**config.mk**
```make
export PLATFORM = sky130hd
export DESIGN_NAME = instr_fetch
export DESIGN_NICKNAME = d
export VERILOG_FILES = /design/src/rtl/cpu_pkg.sv /design/src/rtl/pc_reg.sv /design/src/rtl/instr_fetch.sv
export SDC_FILE = /design/constraint.sdc
export NUM_CORES = 1
export LEC_CHECK = 0
export CORE_ASPECT_RATIO = 1.75
export CORE_MARGIN = 2
export CORE_UTILIZATION = 50
export CTS_CLUSTER_SIZE = 12
export DETAILED_ROUTE_END_ITERATION = 12
export PLACE_DENSITY = 0.9
export SLEW_MARGIN = 5
export SYNTH_ARGS = -nofsm -noshare
export SYNTH_HDL_FRONTEND = slang
export SYNTH_SLANG_ARGS = --single-unit
```
**constraint.sdc**
```tcl
create_clock -name Clock -period 3.7 [get_ports Clock]
set_clock_uncertainty 0.1 [all_clocks]
set_input_delay 0.925 -clock Clock [delete_from_list [all_inputs] [get_ports Clock]]
set_output_delay 0.925 -clock Clock [all_outputs]
set_load 0.02 [all_outputs]
```
**src/rtl/cpu_pkg.sv**
```systemverilog
// ============================================================================
// Module : cpu_pkg
// Brief  : Opcodes, instruction field positions and fetch-state encoding
//          shared by the 24-bit CPU front end.
// Rev    : 1.0  initial release
// ============================================================================
`default_nettype none

package cpu_pkg;

    localparam logic [3:0] OP_ADDI  = 4'b0001;
    localparam logic [3:0] OP_LS    = 4'b0010;
    localparam logic [3:0] OP_SS    = 4'b0011;
    localparam logic [3:0] OP_BEQ   = 4'b0100;
    localparam logic [3:0] OP_RTYPE = 4'b0110;
    localparam logic [3:0] OP_HALT  = 4'b1111;

    localparam int INSTR_WIDTH = 24;
    localparam int OPCODE_MSB  = 23;
    localparam int OPCODE_LSB  = 20;
    localparam int RS_MSB      = 19;
    localparam int RS_LSB      = 16;
    localparam int RT_MSB      = 15;
    localparam int RT_LSB      = 12;
    localparam int RD_MSB      = 11;
    localparam int RD_LSB      = 8;
    localparam int IMM_MSB     = 11;
    localparam int IMM_LSB     = 0;
    localparam int FUNCT_MSB   = 3;
    localparam int FUNCT_LSB   = 0;

    typedef enum logic [1:0] {
        ST_REQ     = 2'd0,
        ST_FULL    = 2'd1,
        ST_DISCARD = 2'd2,
        ST_HALTED  = 2'd3
    } fetch_state_e;

    function automatic logic [3:0] opcode_of(input logic [INSTR_WIDTH-1:0] word);
        return word[OPCODE_MSB:OPCODE_LSB];
    endfunction

endpackage

`default_nettype wire

```
**src/rtl/pc_reg.sv**
```systemverilog
// ============================================================================
// Module : pc_reg
// Brief  : Program counter with synchronous active-low reset, load and +1.
// Rev    : 1.0  initial release
// ============================================================================
`default_nettype none

module pc_reg #(
    parameter int                     PC_WIDTH = 16,
    parameter logic [PC_WIDTH-1:0]    RESET_PC = '0
) (
    input  logic                clk,
    input  logic                rst_n,
    input  logic                i_load,
    input  logic [PC_WIDTH-1:0] i_target,
    input  logic                i_inc,
    output logic [PC_WIDTH-1:0] o_pc
);

    localparam logic [PC_WIDTH-1:0] C_ONE = {{(PC_WIDTH-1){1'b0}}, 1'b1};

    logic [PC_WIDTH-1:0] pc_d;
    logic [PC_WIDTH-1:0] pc_q;

    // A redirect wins over the sequential step.
    always_comb begin
        pc_d = pc_q;
        if (i_load) begin
            pc_d = i_target;
        end else if (i_inc) begin
            pc_d = pc_q + C_ONE;
        end
    end

    always_ff @(posedge clk) begin
        if (!rst_n) begin
            pc_q <= RESET_PC;
        end else begin
            pc_q <= pc_d;
        end
    end

    assign o_pc = pc_q;

endmodule

`default_nettype wire

```
**src/rtl/instr_fetch.sv**
```systemverilog
// ============================================================================
// Module : instr_fetch
// Brief  : Fetch stage: PC, ready/valid instruction-memory handshake,
//          instruction register, field split, branch redirect and halt.
// Rev    : 1.0  initial release
// ============================================================================
`default_nettype none

module instr_fetch
    import cpu_pkg::*;
#(
    parameter int                  PC_WIDTH = 16,
    parameter logic [PC_WIDTH-1:0] RESET_PC = '0,
    parameter logic [3:0]          HALT_OP  = OP_HALT
) (
    input  logic                Clock,
    input  logic                Reset,
    output logic                IMemReq,
    output logic [PC_WIDTH-1:0] IMemAddr,
    input  logic                IMemReady,
    input  logic [23:0]         IMemData,
    input  logic                Stall,
    input  logic                BranchTaken,
    input  logic [PC_WIDTH-1:0] BranchTarget,
    output logic                InstrValid,
    output logic [23:0]         Instr,
    output logic [PC_WIDTH-1:0] PCOut,
    output logic [3:0]          OPCODE,
    output logic [3:0]          RS,
    output logic [3:0]          RT,
    output logic [3:0]          RD,
    output logic [11:0]         Imm,
    output logic [3:0]          Funct,
    output logic                Halted,
    output logic [15:0]         FetchCount
);

    fetch_state_e        state_d,  state_q;
    logic                req_d,    req_q;
    logic [PC_WIDTH-1:0] addr_d,   addr_q;
    logic                valid_d,  valid_q;
    logic [23:0]         ir_d,     ir_q;
    logic [PC_WIDTH-1:0] pcout_d,  pcout_q;
    logic                halted_d, halted_q;
    logic [15:0]         cnt_d,    cnt_q;

    logic [PC_WIDTH-1:0] w_pc;
    logic                w_pc_load;
    logic                w_pc_inc;
    logic                w_accept;
    logic                w_consume;

    pc_reg #(
        .PC_WIDTH (PC_WIDTH),
        .RESET_PC (RESET_PC)
    ) u_pc_reg (
        .clk      (Clock),
        .rst_n    (Reset),
        .i_load   (w_pc_load),
        .i_target (BranchTarget),
        .i_inc    (w_pc_inc),
        .o_pc     (w_pc)
    );

    // Memory data counts only against a request that was actually on the bus.
    assign w_accept  = req_q && IMemReady;
    assign w_consume = valid_q && !Stall && !BranchTaken;

    always_comb begin
        state_d   = state_q;
        req_d     = req_q;
        addr_d    = addr_q;
        valid_d   = valid_q;
        ir_d      = ir_q;
        pcout_d   = pcout_q;
        halted_d  = halted_q;
        cnt_d     = cnt_q;
        w_pc_load = 1'b0;
        w_pc_inc  = 1'b0;

        unique case (state_q)
            ST_REQ: begin
                if (BranchTaken) begin
                    w_pc_load = 1'b1;
                    valid_d   = 1'b0;
                    if (req_q && !IMemReady) begin
                        // Request in flight: keep the old address until it returns.
                        state_d = ST_DISCARD;
                    end else begin
                        state_d = ST_REQ;
                        req_d   = 1'b1;
                        addr_d  = BranchTarget;
                    end
                end else if (w_accept) begin
                    ir_d     = IMemData;
                    pcout_d  = w_pc;
                    w_pc_inc = 1'b1;
                    valid_d  = 1'b1;
                    req_d    = 1'b0;
                    state_d  = ST_FULL;
                end else begin
                    req_d  = 1'b1;
                    addr_d = w_pc;
                end
            end

            ST_FULL: begin
                if (BranchTaken) begin
                    w_pc_load = 1'b1;
                    valid_d   = 1'b0;
                    req_d     = 1'b1;
                    addr_d    = BranchTarget;
                    state_d   = ST_REQ;
                end else if (w_consume) begin
                    valid_d = 1'b0;
                    cnt_d   = cnt_q + 16'd1;
                    if (opcode_of(ir_q) == HALT_OP) begin
                        halted_d = 1'b1;
                        req_d    = 1'b0;
                        state_d  = ST_HALTED;
                    end else begin
                        req_d   = 1'b1;
                        addr_d  = w_pc;
                        state_d = ST_REQ;
                    end
                end
            end

            ST_DISCARD: begin
                if (BranchTaken) begin
                    w_pc_load = 1'b1;
                    valid_d   = 1'b0;
                end else if (IMemReady) begin
                    req_d   = 1'b1;
                    addr_d  = w_pc;
                    state_d = ST_REQ;
                end
            end

            ST_HALTED: begin
                req_d    = 1'b0;
                valid_d  = 1'b0;
                halted_d = 1'b1;
            end

            default: begin
                state_d = ST_REQ;
                req_d   = 1'b0;
                valid_d = 1'b0;
            end
        endcase
    end

    always_ff @(posedge Clock) begin
        if (!Reset) begin
            state_q  <= ST_REQ;
            req_q    <= 1'b0;
            addr_q   <= RESET_PC;
            valid_q  <= 1'b0;
            ir_q     <= '0;
            pcout_q  <= '0;
            halted_q <= 1'b0;
            cnt_q    <= '0;
        end else begin
            state_q  <= state_d;
            req_q    <= req_d;
            addr_q   <= addr_d;
            valid_q  <= valid_d;
            ir_q     <= ir_d;
            pcout_q  <= pcout_d;
            halted_q <= halted_d;
            cnt_q    <= cnt_d;
        end
    end

    assign IMemReq    = req_q;
    assign IMemAddr   = addr_q;
    assign InstrValid = valid_q;
    assign Instr      = ir_q;
    assign PCOut      = pcout_q;
    assign Halted     = halted_q;
    assign FetchCount = cnt_q;

    assign OPCODE = ir_q[OPCODE_MSB:OPCODE_LSB];
    assign RS     = ir_q[RS_MSB:RS_LSB];
    assign RT     = ir_q[RT_MSB:RT_LSB];
    assign RD     = ir_q[RD_MSB:RD_LSB];
    assign Imm    = ir_q[IMM_MSB:IMM_LSB];
    assign Funct  = ir_q[FUNCT_MSB:FUNCT_LSB];

endmodule

`default_nettype wire

```
# After elaboration in Yosys (flattened, before gate mapping)
# Index checks and enable logic that the tools add are counted.
dict set report classes {
  add_sub_neg 2
  n_eq_ne 15
  n_mux 44
  bitwise_logic 1
  reduce_logical 19
}
# cell count
set op_table {}
lappend op_table {{two-way mux 16 bit} 10}
lappend op_table {{one-hot mux 16 bit (3 select lines)} 1}
lappend op_table {{adder 16 x 1 -> 16 bit, second input constant} 2}
lappend op_table {{two-way mux 1 bit} 21}
lappend op_table {{two-way mux 2 bit} 8}
lappend op_table {{!= test 3 bit, second input constant} 5}
lappend op_table {{!= test 2 bit, second input constant} 6}
lappend op_table {{AND reduction 3 bit} 3}
lappend op_table {{one-hot mux 1 bit (4 select lines)} 2}
lappend op_table {{AND reduction 4 bit} 2}
lappend op_table {{AND reduction 7 bit} 1}
lappend op_table {{one-hot mux 2 bit (3 select lines)} 1}
lappend op_table {{AND reduction 5 bit} 1}
lappend op_table {{equality test 2 bit, second input constant} 2}
lappend op_table {{equality test 4 bit, second input constant} 1}
lappend op_table {{logical AND 1 bit} 4}
lappend op_table {{nonzero test 2 bit} 2}
lappend op_table {{logical NOT 1 bit} 3}
lappend op_table {{nonzero test 3 bit} 1}
lappend op_table {{OR reduction 3 bit} 1}
lappend op_table {{equality test 2 x 1 -> 1 bit, second input constant} 1}
lappend op_table {{logical NOT 2 bit} 1}
lappend op_table {{one-hot mux 1 bit (2 select lines)} 1}
lappend op_table {{inverter 1 bit} 1}
dict set report totals {
  register_bits 93
  input_bits 45
  output_inout_bits 107
  elab_cells 90
}

# Longest topological paths before layout
# Gate-level depths: netlist of run 1.
dict set report depth {
  depth_word 6
  depth_mapped 8
  mapped_depth_nobuf 6
}

# By module
# A second synthesis of run 1 with hierarchy kept.
dict set report unflattened {
  cells_unflattened 510
  hier_area_um2 4381.7
}
# mod instances cells_each area_each_um2 seq_area_each_um2
set modules_own_cells {}
lappend modules_own_cells {instr_fetch 1 411 3462.1 1541.5}
lappend modules_own_cells {pc_reg 1 99 919.6 320.3}

# Least setup slack after synthesis of run 1
# OpenSTA, ideal clock, no wires.
dict set report synth_timing {
  path_type {input to register}
  from {in BranchTaken}
  to {reg addr_q[10], in the netlist IMemAddr[10]}
  setup_ns 0.118
  arrival_time_ns 2.407
  required_time_ns 3.482
  slack_ns 1.075
  path_stages 7
  n_path_buf 3
  path_cell_list {buf_6 -> and4b_1 -> a221o_1 -> or4_4 -> buf_6 -> buf_12 -> mux2i_1}
}
dict set report synth_via {
  elab_chain_cells 4
  elab_cells_between_ends 11
  cone_classes {eq/ne: 5; mux: 3; reduce/logical: 3}
}
# item line
set synth_rtl {}
lappend synth_rtl {{from (decl)} instr_fetch.sv:23} ;# input logic BranchTaken,
lappend synth_rtl {{logical NOT 1 bit} instr_fetch.sv:67} ;# assign w_consume = valid_q && !Stall && !BranchTaken;
lappend synth_rtl {{logical AND 1 bit} instr_fetch.sv:67}
lappend synth_rtl {{!= test 3 bit (no source line)} --}
lappend synth_rtl {{AND reduction 7 bit (no source line)} --}
lappend synth_rtl {{to (signal assigned)} instr_fetch.sv:167} ;# addr_q <= addr_d;
lappend synth_rtl {{to (decl)} instr_fetch.sv:40} ;# logic [PC_WIDTH-1:0] addr_d, addr_q;
# Parallel ways exist; a longest one is shown, timed or not.
# A chain may end at the register's enable or synchronous reset.

# Worst setup path in the final report of run 1
dict set report layout_timing {
  from {in BranchTaken}
  to {reg addr_q[8], in the netlist IMemAddr[8]}
}
# The elaborated chain is that of the path after synthesis.

==> out/qor.yml, run 1 <==
run_status: "completed"
placementRows: 46
grt_pass1_wl_um: 18800
final-hold-violation-count: 0
syn_inst: 555
ir_drop_v: 0.000473
maxSlewViolCount: 0
r2r_setup_slack_ps: 1170
synth_flop_cell: "dfxtp_1"
yosys-top-cells-count: "128 x nand2_1, 93 x dfxtp_1, 66 x a21oi_1"
worstPathArrival_ps: 2980
synth-edff-count: 0
reg2regPathDepth: 6
cts_buffers: 9
power_mw: 3.31
critPathBufInv: 1
cts-htree-levels: 3
grt_overflow: 0
dr.first_iter.drc_count: 273
cts_root_buffer: "clkbuf_16"
wire_per_inst_um: 15.1
synth_top_area_cell: "dfxtp_1"
startpoint_type: "primary input"
wl_um: 11800
die_height_um: 130
crit_cells: 5
chipWidth_um: 76.0
max-clock-path-buffers: 2
first_pass_iters: 5
layout.nets: 709
syn2layout_area_growth_pct: 36.0
dr_total_vias: 4289
crit_type: "primary input to flop"
place.gp.congestion: 0.865
yosysSeqAreaShare_pct: 41.1
whs_ps: 354
path_clk_slew_ps: 60
n_antenna_cell: 0
syn_nets: 608
port_buffers: 151
crit_required_ps: 3820
avgSynthCellArea_um2: 8.17
relSlewSlack_pct: 63.4
post-route-period-util_pct: 77.3
grt_pass1_vias: 3920
cts_tree: "yes"
grt_start_max_net_pins: 46
crit_family: "simple AND/OR/NAND/NOR gates"
fin_setup_tns_ps: 0
synth.most_common_cell: "nand2_1"
drive_gt1_share_pct: 6.96
num_io_pins: 152
powerDensity_nw_per_um2: 538
yosysUniqueCellTypes: 48
final_core_util_pct: 69.1
yosysTopAreaCellShare_pct: 41.1
start_util_pct: 50.8
synth_seq_cells: 93
worstMarginPinSlew_ps: 548
reg2reg_to: "IMemAddr[8]"
setup_violations: 0
grt_antenna_before_repair: 0
ys_async_sr_fraction_pct: 0
syn_area_um2: 4530
path_cells: "clkdlybuf4s50_1, and2b_1, a221o_1, or4_4, mux2i_1"
hold_buffers: 0
ys_top_cells_by_area: "dfxtp_1 41%, nand2_1 11%, a21oi_1 7.3%"
core-area_um2: 8920
startpoint: "BranchTaken"
critPathMaxFanout: 16
grt.total_usage_pct: 23.4
critPathCaptureType: "flop"
grt_setup_unrepaired: "false"
clock-sinks: 93
cts_resized: 0
r2r_start: "state_q[1]"
ant_nets: 0
fin_crit_ps: 2860
p_leak_nw: 2.15
post-cts-setup-buffer-count: 0
endpoint: "IMemAddr[8]"
vias_per_cell: 5.49
die_area_um2: 9870
drv_cap: 0
clock.fmax_ghz: 0.349
clock_latency_ps: 340
critPathMaxStageDelay_ps: 690
slowest_stage: "or4_4"
drc_errors: 0
min_path_type: "flop to flop"
synth_warnings: 0
hpwl_um: 8690
==> logic make-up (layout without fill, tap and decap cells) <==
logic type,Yosys count,count (layout),synth area share (%)
simple gates,222,222,23.2
compound gates,110,110,13.7
flops,93,93,41.1
buf+inv,78,184,9.85
mux,36,36,8.47
fa+ha+maj,8,8,2.21
xor+xnor,8,8,1.55
==> routing by layer <==
layer,global-route usage (%),share of wire [%]
met1,26.5,38
met2,42.9,53
met3,5.05,6.3
met4,9.52,1.9
met5,0,0
==> area by class of cell <==
cell class,count,area [um2]
clock inverter,3,43.8
sequential,93,1860
fill,746,2760
multi-input combinational,384,2230
tap,120,150
timing repair buffer,160,1590
inverter,8,30.0
clock buffer,13,260
==> state kept, by name, summed over array words and instances (netlist names) <==
| name | flops |
|---|---|
| u_pc_reg.o_pc | 16 |
| state_q | 2 |
| FetchCount | 16 |
| PCOut | 16 |
| InstrValid | 1 |
| IMemAddr | 16 |
| Instr | 24 |
| Halted | 1 |
| IMemReq | 1 |
==> cells in the final DEF, fill, tap and decap left out, drive strengths merged, types with 11 or more instances in the layout <==
master and instances:
nor2 16, nand3 14, clkbuf 13, mux2i 17
mux2 19, clkdlybuf4s50 151, a21oi 66, nand4 11
o21ai 17, dfxtp 93, nand2 128
==> power by group <==
group          switching, mW  total [mW]  internal [mW]
clock                  0.365       0.926          0.561
combinational          0.606        1.14          0.538
sequential             0.119        1.25           1.13
==> tightest hold or removal path, delay by kind of cell (launching register included) <==
kind	cells	cell delay, ps
AO/OA/AOI/OAI	1	50
AND/OR/NAND/NOR	1	50
flip-flops	1	310
==> worst min path at each step <==
stage                      start         to  slack (ps)  cells past startpoint
6_report                PCOut[4]   PCOut[4]         350                      2
5_1_grt                 PCOut[7]   PCOut[7]         370                      2
4_1_cts                 PCOut[4]   PCOut[4]         360                      2
3_5_place_dp            PCOut[4]   PCOut[4]         350                      2
3_3_place_gp            PCOut[0]   PCOut[0]         340                      2
2_1_floorplan  u_pc_reg.o_pc[15]  PCOut[15]         370                      2
==> through the flow <==
step                      cells  setup slack [ps]  area, um2
after global routing        781               785       6160
after floorplan             555              1070       4530
after detailed placement    765               481       5860
after CTS                   781               846       6160
final                       781               838       6160
after global placement      765               537       5860
Power figures use the tool's default switching activity.
==> run 2: changes to the inputs <==
CORE_UTILIZATION = 46   (was 50)
PLACE_DENSITY = 0.84   (was 0.9)
clock period = 2.83 ns   (was 3.7 ns; I/O delays follow)
==> run 2 against run 1 <==
  * Sequential share of layout area shrank 0.59 points
  * Worst setup slack lost 590 ps
  * Global-route usage shrank 1.3 points
  * Utilization shrank 4.5 points
  * Hold slack lost 2.9 ps
  * Largest cell class unchanged
  * Critical path depth is the same
  * Count of clock-buffer cells in the layout shrank 4
==> out/qor.yml, run 2 (same netlist as run 1, synthesis figures left out) <==
run_status: "completed"
placementRows: 48
grt_pass1_vias: 4133
cts_buffers: 9
path_clk_slew_ps: 60
grt_start_max_net_pins: 39
port_buffers: 151
wl_um: 11900
path_cells: "clkdlybuf4s50_1, and2b_1, a221o_1, or4_4, mux2i_1"
fin_setup_tns_ps: 0
placed_cells: 780
clock.fmax_ghz: 0.388
cts-htree-levels: 3
hold_buffers: 0
post-cts-setup-buffer-count: 0
final_cell_mix: "151 x clkdlybuf4s50_1, 128 x nand2_1, 93 x dfxtp_1"
cts_root_buffer: "clkbuf_16"
clock-sinks: 93
dr.first_iter.drc_count: 266
crit_required_ps: 2950
wire_per_inst_um: 14.9
setup_violations: 0
critPathMaxStageDelay_ps: 690
drive_gt1_share_pct: 8.64
core-area_um2: 9730
max-clock-path-buffers: 2
critPathMaxFanout: 16
die_area_um2: 10700
clock_latency_ps: 340
min_path_type: "flop to flop"
fin_crit_ps: 2580
powerDensity_nw_per_um2: 718
instances_no_fill: 796
slowest_stage: "or4_4"
fin_ws_ps: 251
drv_cap: 0
critPathBufInv: 1
syn2layout_area_growth_pct: 38.7
ant_nets: 0
ir_drop_v: 0.000447
final-hold-violation-count: 0
num_io_pins: 152
grt.total_usage_pct: 22.1
relSlewSlack_pct: 73.0
chipWidth_um: 79.0
p_leak_nw: 2.22
crit_type: "primary input to flop"
layout.nets: 719
post-route-period-util_pct: 91.1
n_antenna_cell: 0
grt_antenna_before_repair: 0
maxSlewViolCount: 0
cts_resized: 0
grt_pass1_wl_um: 19200
die_height_um: 135
place_ws_ps: -107
worstMarginPinSlew_ps: 405
crit_family: "simple AND/OR/NAND/NOR gates"
layout_commonest_cell: "clkdlybuf4s50_1"
hpwl_um: 8820
grt_setup_unrepaired: "false"
critPathCaptureType: "flop"
worstPathArrival_ps: 2700
place.gp.congestion: 0.859
grt_overflow: 0
dr_total_vias: 4280
vias_per_cell: 5.38
drc_errors: 0
first_pass_iters: 5
startpoint_type: "primary input"
cts_tree: "yes"
largest_reg_flops: 24
start_util_pct: 46.6
run 2: changes by cell type in the layout (fill, tap and decap cells not counted), sizes merged:
| cell | delta |
|---|---|
| buf | +10 |
| inv | +2 |
| bufinv | +2 |
| clkinvlp | +1 |
| clkbuf | -4 |
| clkinv | -1 |
run 2: report_power, final:
part	switching, mW	total, mW	internal, mW	leakage (nW)
Sequential	0.158	1.63	1.47	0.757
Combinational	0.787	1.51	0.723	1.29
Clock	0.505	1.37	0.867	0.166
Total	1.45	4.51	3.06	2.22
run 2: per-layer routing:
metal | track usage (%) | wire length [um]
met4 | 10.4 | 356
met2 | 38.9 | 6110
met3 | 4.40 | 677
met1 | 25.1 | 4730
met5 | 0 | 0
run 2: stage by stage:
| stage | hold WS [ps] | util, % | power (mW) | area, um2 |
|---|---|---|---|---|
| 2_1_floorplan | 368 | - | 2.68 | 4530 |
| 3_3_place_gp | 345 | 61.1 | 3.13 | 5940 |
| 3_5_place_dp | 346 | 61.1 | 3.16 | 5940 |
| 4_1_cts | 355 | 64.6 | 4.55 | 6290 |
| 5_1_grt | 371 | 64.6 | 4.74 | 6290 |
| 6_report | 352 | 64.6 | 4.51 | 6290 |
run 2: worst paths after layout:
kind,start,to,slack (ps),cells after the start
setup / recovery,BranchTaken,IMemAddr[6],250,5
hold / removal,PCOut[15],PCOut[15],350,2
setup reg to reg,state_q[1],IMemAddr[6],330,6
hold reg to reg,PCOut[15],PCOut[15],350,2
run 2: cell type report:
class,instances,area [um2]
Clock buffer,9,225
Inverter,8,30.0
Multi-Input combinational cell,384,2230
Sequential cell,93,1860
Tap cell,125,156
Timing Repair Buffer,170,1670
Fill cell,846,3440
Clock inverter,7,120
run 2: worst register-to-register path, cell delays in order (launching register included):
cell     delay [ps]
dfxtp_1         440
inv_1           140
ha_1            270
and2b_1         200
a221o_1         360
or4_4           690
mux2i_1         180
